==> config.mk <==
export PLATFORM = sky130hd
export DESIGN_NAME = lz77_encoder_stream_flat
export DESIGN_NICKNAME = d
export VERILOG_FILES = /design/src/rtl/lz77_encoder_stream_if.sv /design/src/rtl/lz77_encoder_stream.sv /design/src/flat_wrapper.sv
export SDC_FILE = /design/constraint.sdc
export NUM_CORES = 1
export LEC_CHECK = 0
export BUFFER_PORTS_ARGS = -buffer_cell sky130_fd_sc_hd__buf_4
export CORE_MARGIN = 4
export CORE_UTILIZATION = 30
export DETAILED_ROUTE_END_ITERATION = 8
export HOLD_SLACK_MARGIN = 0.05
export PLACE_DENSITY_LB_ADDON = 0.25
export RECOVER_POWER = 25
export SETUP_SLACK_MARGIN = 0.3
export SYNTH_ARGS = -nofsm -noshare
export SYNTH_HDL_FRONTEND = slang
export SYNTH_SLANG_ARGS = --single-unit
==> constraint.sdc <==
create_clock -name clk -period 10.93 [get_ports clk]
set_clock_uncertainty 0.2 [all_clocks]
set_input_delay 2.186 -clock clk [delete_from_list [all_inputs] [get_ports clk]]
set_output_delay 2.186 -clock clk [all_outputs]
set_load 0.02 [all_outputs]
==> src/rtl/lz77_encoder_stream_if.sv <==
// Character-in / token-out handshake bundle for lz77_encoder_stream.
// master drives characters and observes tokens; slave is the encoder.
interface lz77_encoder_stream_if;
  logic       in_valid;
  logic [7:0] char_in;
  logic       in_ready;
  logic       encode;
  logic [3:0] code_pos;
  logic [2:0] code_len;
  logic [7:0] chardata;
  logic       finish;

  modport master (
    output in_valid, char_in,
    input  in_ready, encode, code_pos, code_len, chardata, finish
  );

  modport slave (
    input  in_valid, char_in,
    output in_ready, encode, code_pos, code_len, chardata, finish
  );
endinterface

==> src/rtl/lz77_encoder_stream.sv <==
// Streaming LZ77 encoder: 9-entry search buffer, 8-entry lookahead, '$'-terminated input.
// Define LZ77_ENC_OVERLAP_EN to let matches run from history into the lookahead.
module lz77_encoder_stream #(
  parameter int SB_DEPTH = 9,
  parameter int LA_DEPTH = 8
) (
  input  logic                 clk,
  input  logic                 reset,
  lz77_encoder_stream_if.slave bus
);

  localparam logic [2:0] IDLE   = 3'd0;
  localparam logic [2:0] FILL   = 3'd1;
  localparam logic [2:0] SEARCH = 3'd2;
  localparam logic [2:0] EMIT   = 3'd3;
  localparam logic [2:0] SHIFT  = 3'd4;
  localparam logic [2:0] DONE   = 3'd5;

  localparam logic [7:0] TERM    = 8'h24;
  localparam logic [3:0] LA_FULL = 4'(LA_DEPTH);
  localparam logic [3:0] SB_FULL = 4'(SB_DEPTH);
  localparam logic [3:0] MAX_LEN = 4'(LA_DEPTH - 1);

  logic [2:0] state_q, state_d;
  logic [7:0] l_q [LA_DEPTH];
  logic [7:0] l_d [LA_DEPTH];
  logic [7:0] h_q [SB_DEPTH];
  logic [7:0] h_d [SB_DEPTH];
  logic [3:0] lcount_q, lcount_d;
  logic [3:0] hcount_q, hcount_d;
  logic [3:0] p_q, p_d;
  logic [2:0] best_len_q, best_len_d;
  logic [3:0] best_pos_q, best_pos_d;
  logic [2:0] emit_cnt_q, emit_cnt_d;
  logic       term_buf_q, term_buf_d;
  logic [3:0] code_pos_q, code_pos_d;
  logic [2:0] code_len_q, code_len_d;
  logic [7:0] chardata_q, chardata_d;

  logic [3:0] cap;
  logic [2:0] len_p;
  logic       run;
  logic       hit;
  logic [2:0] tok_len;
  logic [3:0] tok_pos;
  logic [3:0] shift_n;
  logic [4:0] hsum;

  // Match length at the offset under evaluation. h_q[i] holds the char i+1 positions back.
  always_comb begin
    cap = (lcount_q - 4'd1 > MAX_LEN) ? MAX_LEN : lcount_q - 4'd1;
`ifndef LZ77_ENC_OVERLAP_EN
    if (p_q < cap) cap = p_q;
`endif
    len_p = '0;
    run   = 1'b1;
    hit   = 1'b0;
    for (int k = 0; k < LA_DEPTH - 1; k++) begin
      hit = 1'b0;
      if (4'(k) < p_q) hit = (l_q[3'(k)] == h_q[4'(p_q - 4'(k) - 4'd1)]);
`ifdef LZ77_ENC_OVERLAP_EN
      else hit = (l_q[3'(k)] == l_q[3'(4'(k) - p_q)]);
`endif
      if (run && (4'(k) < cap) && hit) len_p = len_p + 3'd1;
      else run = 1'b0;
    end
  end

  always_comb begin
    // NOTE: every _d gets its hold value first, so no path leaves one unassigned (no latches).
    state_d    = state_q;
    l_d        = l_q;
    h_d        = h_q;
    lcount_d   = lcount_q;
    hcount_d   = hcount_q;
    p_d        = p_q;
    best_len_d = best_len_q;
    best_pos_d = best_pos_q;
    emit_cnt_d = emit_cnt_q;
    term_buf_d = term_buf_q;
    code_pos_d = code_pos_q;
    code_len_d = code_len_q;
    chardata_d = chardata_q;

    // Strictly-greater update while p ascends keeps the smallest offset on ties.
    tok_len = best_len_q;
    tok_pos = best_pos_q;
    if (hcount_q == 4'd0) begin
      tok_len = '0;
      tok_pos = '0;
    end else if (len_p > best_len_q) begin
      tok_len = len_p;
      tok_pos = p_q;
    end

    shift_n = {1'b0, code_len_q} + 4'd1;
    hsum    = {1'b0, hcount_q} + {1'b0, shift_n};

    case (state_q)
      IDLE: state_d = FILL;

      FILL: begin
        if (bus.in_valid) begin
          l_d[lcount_q[2:0]] = bus.char_in;
          lcount_d = lcount_q + 4'd1;
          if (bus.char_in == TERM) term_buf_d = 1'b1;
          if ((lcount_q + 4'd1 == LA_FULL) || (bus.char_in == TERM)) begin
            state_d    = SEARCH;
            p_d        = 4'd1;
            best_len_d = '0;
            best_pos_d = '0;
          end
        end
      end

      SEARCH: begin
        best_len_d = tok_len;
        best_pos_d = tok_pos;
        if ((hcount_q == 4'd0) || (p_q == hcount_q)) begin
          state_d    = EMIT;
          code_pos_d = tok_pos;
          code_len_d = tok_len;
          chardata_d = l_q[tok_len];
          emit_cnt_d = tok_len;
        end else begin
          p_d = p_q + 4'd1;
        end
      end

      EMIT: begin
        if (emit_cnt_q == 3'd0) state_d = SHIFT;
        else emit_cnt_d = emit_cnt_q - 3'd1;
      end

      SHIFT: begin
        // Consumed chars enter history newest-first; the rest of history slides back.
        for (int j = 0; j < SB_DEPTH; j++) begin
          if (4'(j) < shift_n) h_d[4'(j)] = l_q[3'(shift_n - 4'(j) - 4'd1)];
          else h_d[4'(j)] = h_q[4'(4'(j) - shift_n)];
        end
        for (int i = 0; i < LA_DEPTH; i++) begin
          if (4'(i) + shift_n < LA_FULL) l_d[3'(i)] = l_q[3'(4'(i) + shift_n)];
          else l_d[3'(i)] = 8'h00;
        end
        lcount_d = lcount_q - shift_n;
        hcount_d = (hsum > {1'b0, SB_FULL}) ? SB_FULL : hsum[3:0];
        if (chardata_q == TERM) begin
          state_d = DONE;
        end else if (term_buf_q) begin
          state_d    = SEARCH;
          p_d        = 4'd1;
          best_len_d = '0;
          best_pos_d = '0;
        end else begin
          state_d = FILL;
        end
      end

      DONE: state_d = DONE;

      default: state_d = IDLE;
    endcase
  end

  always_ff @(posedge clk or negedge reset) begin
    // NOTE: sequential state uses non-blocking assignment so all flops update from pre-edge values.
    if (!reset) begin
      state_q    <= IDLE;
      lcount_q   <= '0;
      hcount_q   <= '0;
      p_q        <= '0;
      best_len_q <= '0;
      best_pos_q <= '0;
      emit_cnt_q <= '0;
      term_buf_q <= 1'b0;
      code_pos_q <= '0;
      code_len_q <= '0;
      chardata_q <= 8'h00;
    end else begin
      state_q    <= state_d;
      lcount_q   <= lcount_d;
      hcount_q   <= hcount_d;
      p_q        <= p_d;
      best_len_q <= best_len_d;
      best_pos_q <= best_pos_d;
      emit_cnt_q <= emit_cnt_d;
      term_buf_q <= term_buf_d;
      code_pos_q <= code_pos_d;
      code_len_q <= code_len_d;
      chardata_q <= chardata_d;
    end
  end

  // NOTE: buffer contents are not reset; lcount/hcount alone decide which entries are live.
  always_ff @(posedge clk) begin
    l_q <= l_d;
    h_q <= h_d;
  end

  assign bus.in_ready = (state_q == FILL);
  assign bus.encode   = (state_q == EMIT);
  assign bus.finish   = (state_q == DONE);
  assign bus.code_pos = code_pos_q;
  assign bus.code_len = code_len_q;
  assign bus.chardata = chardata_q;

endmodule

==> src/flat_wrapper.sv <==
// flat-port wrapper written by rule: the top's interface ports become plain ports
module lz77_encoder_stream_flat 
#(
  parameter int SB_DEPTH = 9,
  parameter int LA_DEPTH = 8
)
  (clk, reset, bus_in_valid, bus_char_in, bus_in_ready, bus_encode, bus_code_pos, bus_code_len, bus_chardata, bus_finish);
  lz77_encoder_stream_if bus_i ();
  input  logic clk;
  input  logic reset;
  input wire logic [$bits(bus_i.in_valid)-1:0] bus_in_valid;
  input wire logic [$bits(bus_i.char_in)-1:0] bus_char_in;
  output wire logic [$bits(bus_i.in_ready)-1:0] bus_in_ready;
  output wire logic [$bits(bus_i.encode)-1:0] bus_encode;
  output wire logic [$bits(bus_i.code_pos)-1:0] bus_code_pos;
  output wire logic [$bits(bus_i.code_len)-1:0] bus_code_len;
  output wire logic [$bits(bus_i.chardata)-1:0] bus_chardata;
  output wire logic [$bits(bus_i.finish)-1:0] bus_finish;
  assign bus_i.in_valid = bus_in_valid;
  assign bus_i.char_in = bus_char_in;
  assign bus_in_ready = bus_i.in_ready;
  assign bus_encode = bus_i.encode;
  assign bus_code_pos = bus_i.code_pos;
  assign bus_code_len = bus_i.code_len;
  assign bus_chardata = bus_i.chardata;
  assign bus_finish = bus_i.finish;
  lz77_encoder_stream #(.SB_DEPTH(SB_DEPTH), .LA_DEPTH(LA_DEPTH)) u_core (.clk(clk), .reset(reset), .bus(bus_i));
endmodule
==> metrics <==
clk slew on worst S/H paths=0.07 ns; Tightest Pin Transition=4.620 ns; TritonCTS clock tree=built; initial antenna violation count=1; synthesis-to-layout area growth=11.23%; sequential element share of the synthesized area=30.56%; die area=56870 sq um; I/O pin total=29; hpwl dp=42630 microns; Die W=238.5 microns; final WL=59340 microns; total gr overflow=0; RSZ-0062 raised after global routing=no; Crit path top cell by count=ha_1; Ys Warns=0; minimum clock period=10.05 ns; Inserted Diodes=0; vias in the first global route=12253; FFs w/ async S/R, synth=24.26%; #FFs+latches synth=169; first-pass GRT wire length=86980 microns; Max-slew headroom=-208.0%; Avg Cell Area, Syn=11.79 sq um; Critical Path RT=11.07 ns; origin of the worst setup path=u_core.p_q[0]; DRC viols=0; Crit Path Class=reg -> reg; final setup margin=0.8819 ns; launch point of the worst reg-to-reg path=u_core.p_q[0]; worst hold path class=reg -> reg; core area=52550 sq um; clk_lat worst skew=0.47 ns; register area=4878 sq um; vias after detailed routing=13073; Crit-path slowest cell=dfrtp_4; WL/cell=28.92 microns; H-tree depth=4; Tot GR Track Use=20.53%; status=finished, violations left; pre-CTS WS=-0.07878 ns; Gate Count Post-Synth=1352; hold slack=0.2872 ns; Data arrival, critical path=10.19 ns; endpoint class of the critical path=flop; routed vias/inst=6.371; Num CTS Buffers=17; crit-path max FO=14; max-cap violation count=3; hold buffer count at CTS=0; Die Ht=238.5 microns; row count=84; failing checks=capacitance limit, slew limit; # setup viols final=0; clk buf depth=2; TritonCTS Sinks=169; Slew Limit Fails=122; Initial Util=30.33%; Nets=1401; Hold Violations, Final=0; # fillers=5251; CTS Root Cell=clkbuf_16; Mapped Area=15940 sq um; Setup crit start kind=flop; Unique masters post-synth=83; post-route ant nets=0; achievable frequency=99.52 MHz; ys flop type=edfxtp_1; PortBufs=28; footprint of the multi-input gates=10760 sq um; DR pass1 iterations=6; slowest cell delay on critical path=0.50 ns; net count after synthesis=1402; Period Utilization, post-route=91.93%; largest net degree at the start of global routing=80; HP Start=u_core.best_len_q[1]; drt first-iter violations=1308; share of cells above drive strength 1=25.07%; number of flops mapped to enable cells by yosys=128; Final GP Congestion=0.9180
-- cell families (layout without fill, tap and decap cells) --
kind of cell | Yosys count | in the layout | synth area share (%)
simple gates | 270 | 270 | 8.362
fa+ha+maj | 39 | 39 | 3.156
compound gates | 300 | 301 | 12.88
flops | 169 | 169 | 30.56
buf+inv | 132 | 143 | 3.360
xor+xnor | 60 | 60 | 3.345
mux | 380 | 380 | 38.29
other cells | 2 | 2 | 0.04712
-- path summary, 6_finish.rpt --
kind / endpoint / slack [ns] / depth (start not counted)
worst max-delay path: u_core.bus.chardata[7] / 0.88 / 44
worst min-delay path: u_core.best_len_q[1] / 0.29 / 2
worst max register to register: u_core.bus.chardata[7] / 0.88 / 44
worst min register to register: u_core.best_len_q[1] / 0.29 / 2
max in group asynchronous: u_core.p_q[0] / 6.53 / 1
min in group asynchronous: u_core.bus.code_len[2] / 2.27 / 1
-- registers in the layout, summed over array words and instances (netlist names) --
register,cells
u_core.bus.chardata,8
u_core.bus.code_len,3
u_core.term_buf_q,1
u_core.best_pos_q,4
u_core.p_q,4
u_core.bus.code_pos,4
u_core.lcount_q,4
u_core.emit_cnt_q,3
u_core.best_len_q,3
u_core.state_q,3
u_core.hcount_q,4
u_core.h_q,64
u_core.l_q,64
-- stage by stage --
| step | setup TNS [ns] | area [sq um] | util [%] | instances |
|---|---|---|---|---|
| 6_report | 0 | 17730 | 33.73 | 2052 |
| 5_1_grt | 0 | 17730 | 33.73 | 2052 |
| 4_1_cts | 0 | 17580 | 33.45 | 2048 |
| 3_5_place_dp | -0.5112 | 17020 | 32.39 | 2016 |
| 3_3_place_gp | 0 | 17020 | 32.39 | 2016 |
| 2_1_floorplan | 0 | 15940 | - | 1352 |
-- layer usage --
metal  vias to the layer above  global-route usage [%]  routed length (microns)
li1                       5532                       -                        -
met1                      6730                   29.71                    25340
met2                       713                   30.10                    26150
met3                        98                   4.866                     5900
met4                         0                   7.335                     1945
met5                         -                       0                        0
-- cell type report --
cell class | count | area share (%)
Timing Repair Buffer | 76 | 3.211
Clock inverter | 14 | 0.5505
Sequential cell | 169 | 27.52
Multi-Input combinational cell | 1052 | 60.70
Clock buffer | 18 | 2.421
Inverter | 35 | 0.7411
Tap cell | 688 | 4.856
-- cells in the mapped netlist (8+ instances only) --
| master | n | area share, % |
|---|---|---|
| mux2i_1 | 174 | 11 |
| mux4_2 | 174 | 25 |
| edfxtp_1 | 128 | 24 |
| nand2_1 | 107 | 2.5 |
| o21ai_0 | 74 | 2.3 |
| o22ai_1 | 59 | 2.3 |
| clkbuf_1 | 49 | 1.2 |
| nor2_1 | 44 | 1.0 |
| dfrtp_1 | 41 | 6.4 |
| ha_1 | 37 | 2.9 |
| xnor2_1 | 35 | 1.9 |
| inv_1 | 33 | 0.78 |
| buf_1 | 31 | 0.73 |
| a21oi_1 | 27 | 0.85 |
| xor2_1 | 24 | 1.3 |
| mux2_2 | 23 | 1.6 |
| o211ai_1 | 21 | 0.99 |
| nor3_1 | 16 | 0.50 |
| or4_1 | 15 | 0.71 |
| and2_1 | 14 | 0.55 |
| a21o_1 | 13 | 0.61 |
| and3_1 | 13 | 0.51 |
| nand3_1 | 13 | 0.41 |
| o31ai_1 | 12 | 0.57 |
| buf_2 | 11 | 0.35 |
| a2111o_1 | 10 | 0.71 |
| a22oi_1 | 10 | 0.47 |
| nand2b_1 | 9 | 0.35 |
| a21boi_0 | 8 | 0.38 |
-- timing repair --
action | CTS | global route
setup endpoints to repair | 8 | 17
setup buffers | 0 | 3
resized for setup | 5 | 32
gates cloned | 0 | 1
pin swaps | 0 | 9
hold endpoints to repair | 0 | 0
-- critical path: cells and delay by family, from the launching register on --
family	cells	cell delay, ns
xor+xnor	3	0.59
fa+ha+maj	6	1.57
simple gates	13	2.76
compound gates	14	2.59
buf+inv	4	0.52
mux	4	1.16
flops	1	0.50
-- placed cells by master, fill, tap and decap left out, drive strengths merged, types with 15 or more instances in the layout --
cell    count
mux4      179
mux2i     175
edfxtp    128
nand2     107
o21ai      74
buf        66
o22ai      59
nor2       44
dfrtp      41
inv        39
ha         37
xnor2      36
clkbuf     28
a21oi      27
mux2       26
xor2       24
o211ai     21
nor3       17
or4        15
and2       15
Power is not shown: default switching activity piles up to over one toggle a cycle in this logic, so the estimate is an artifact.
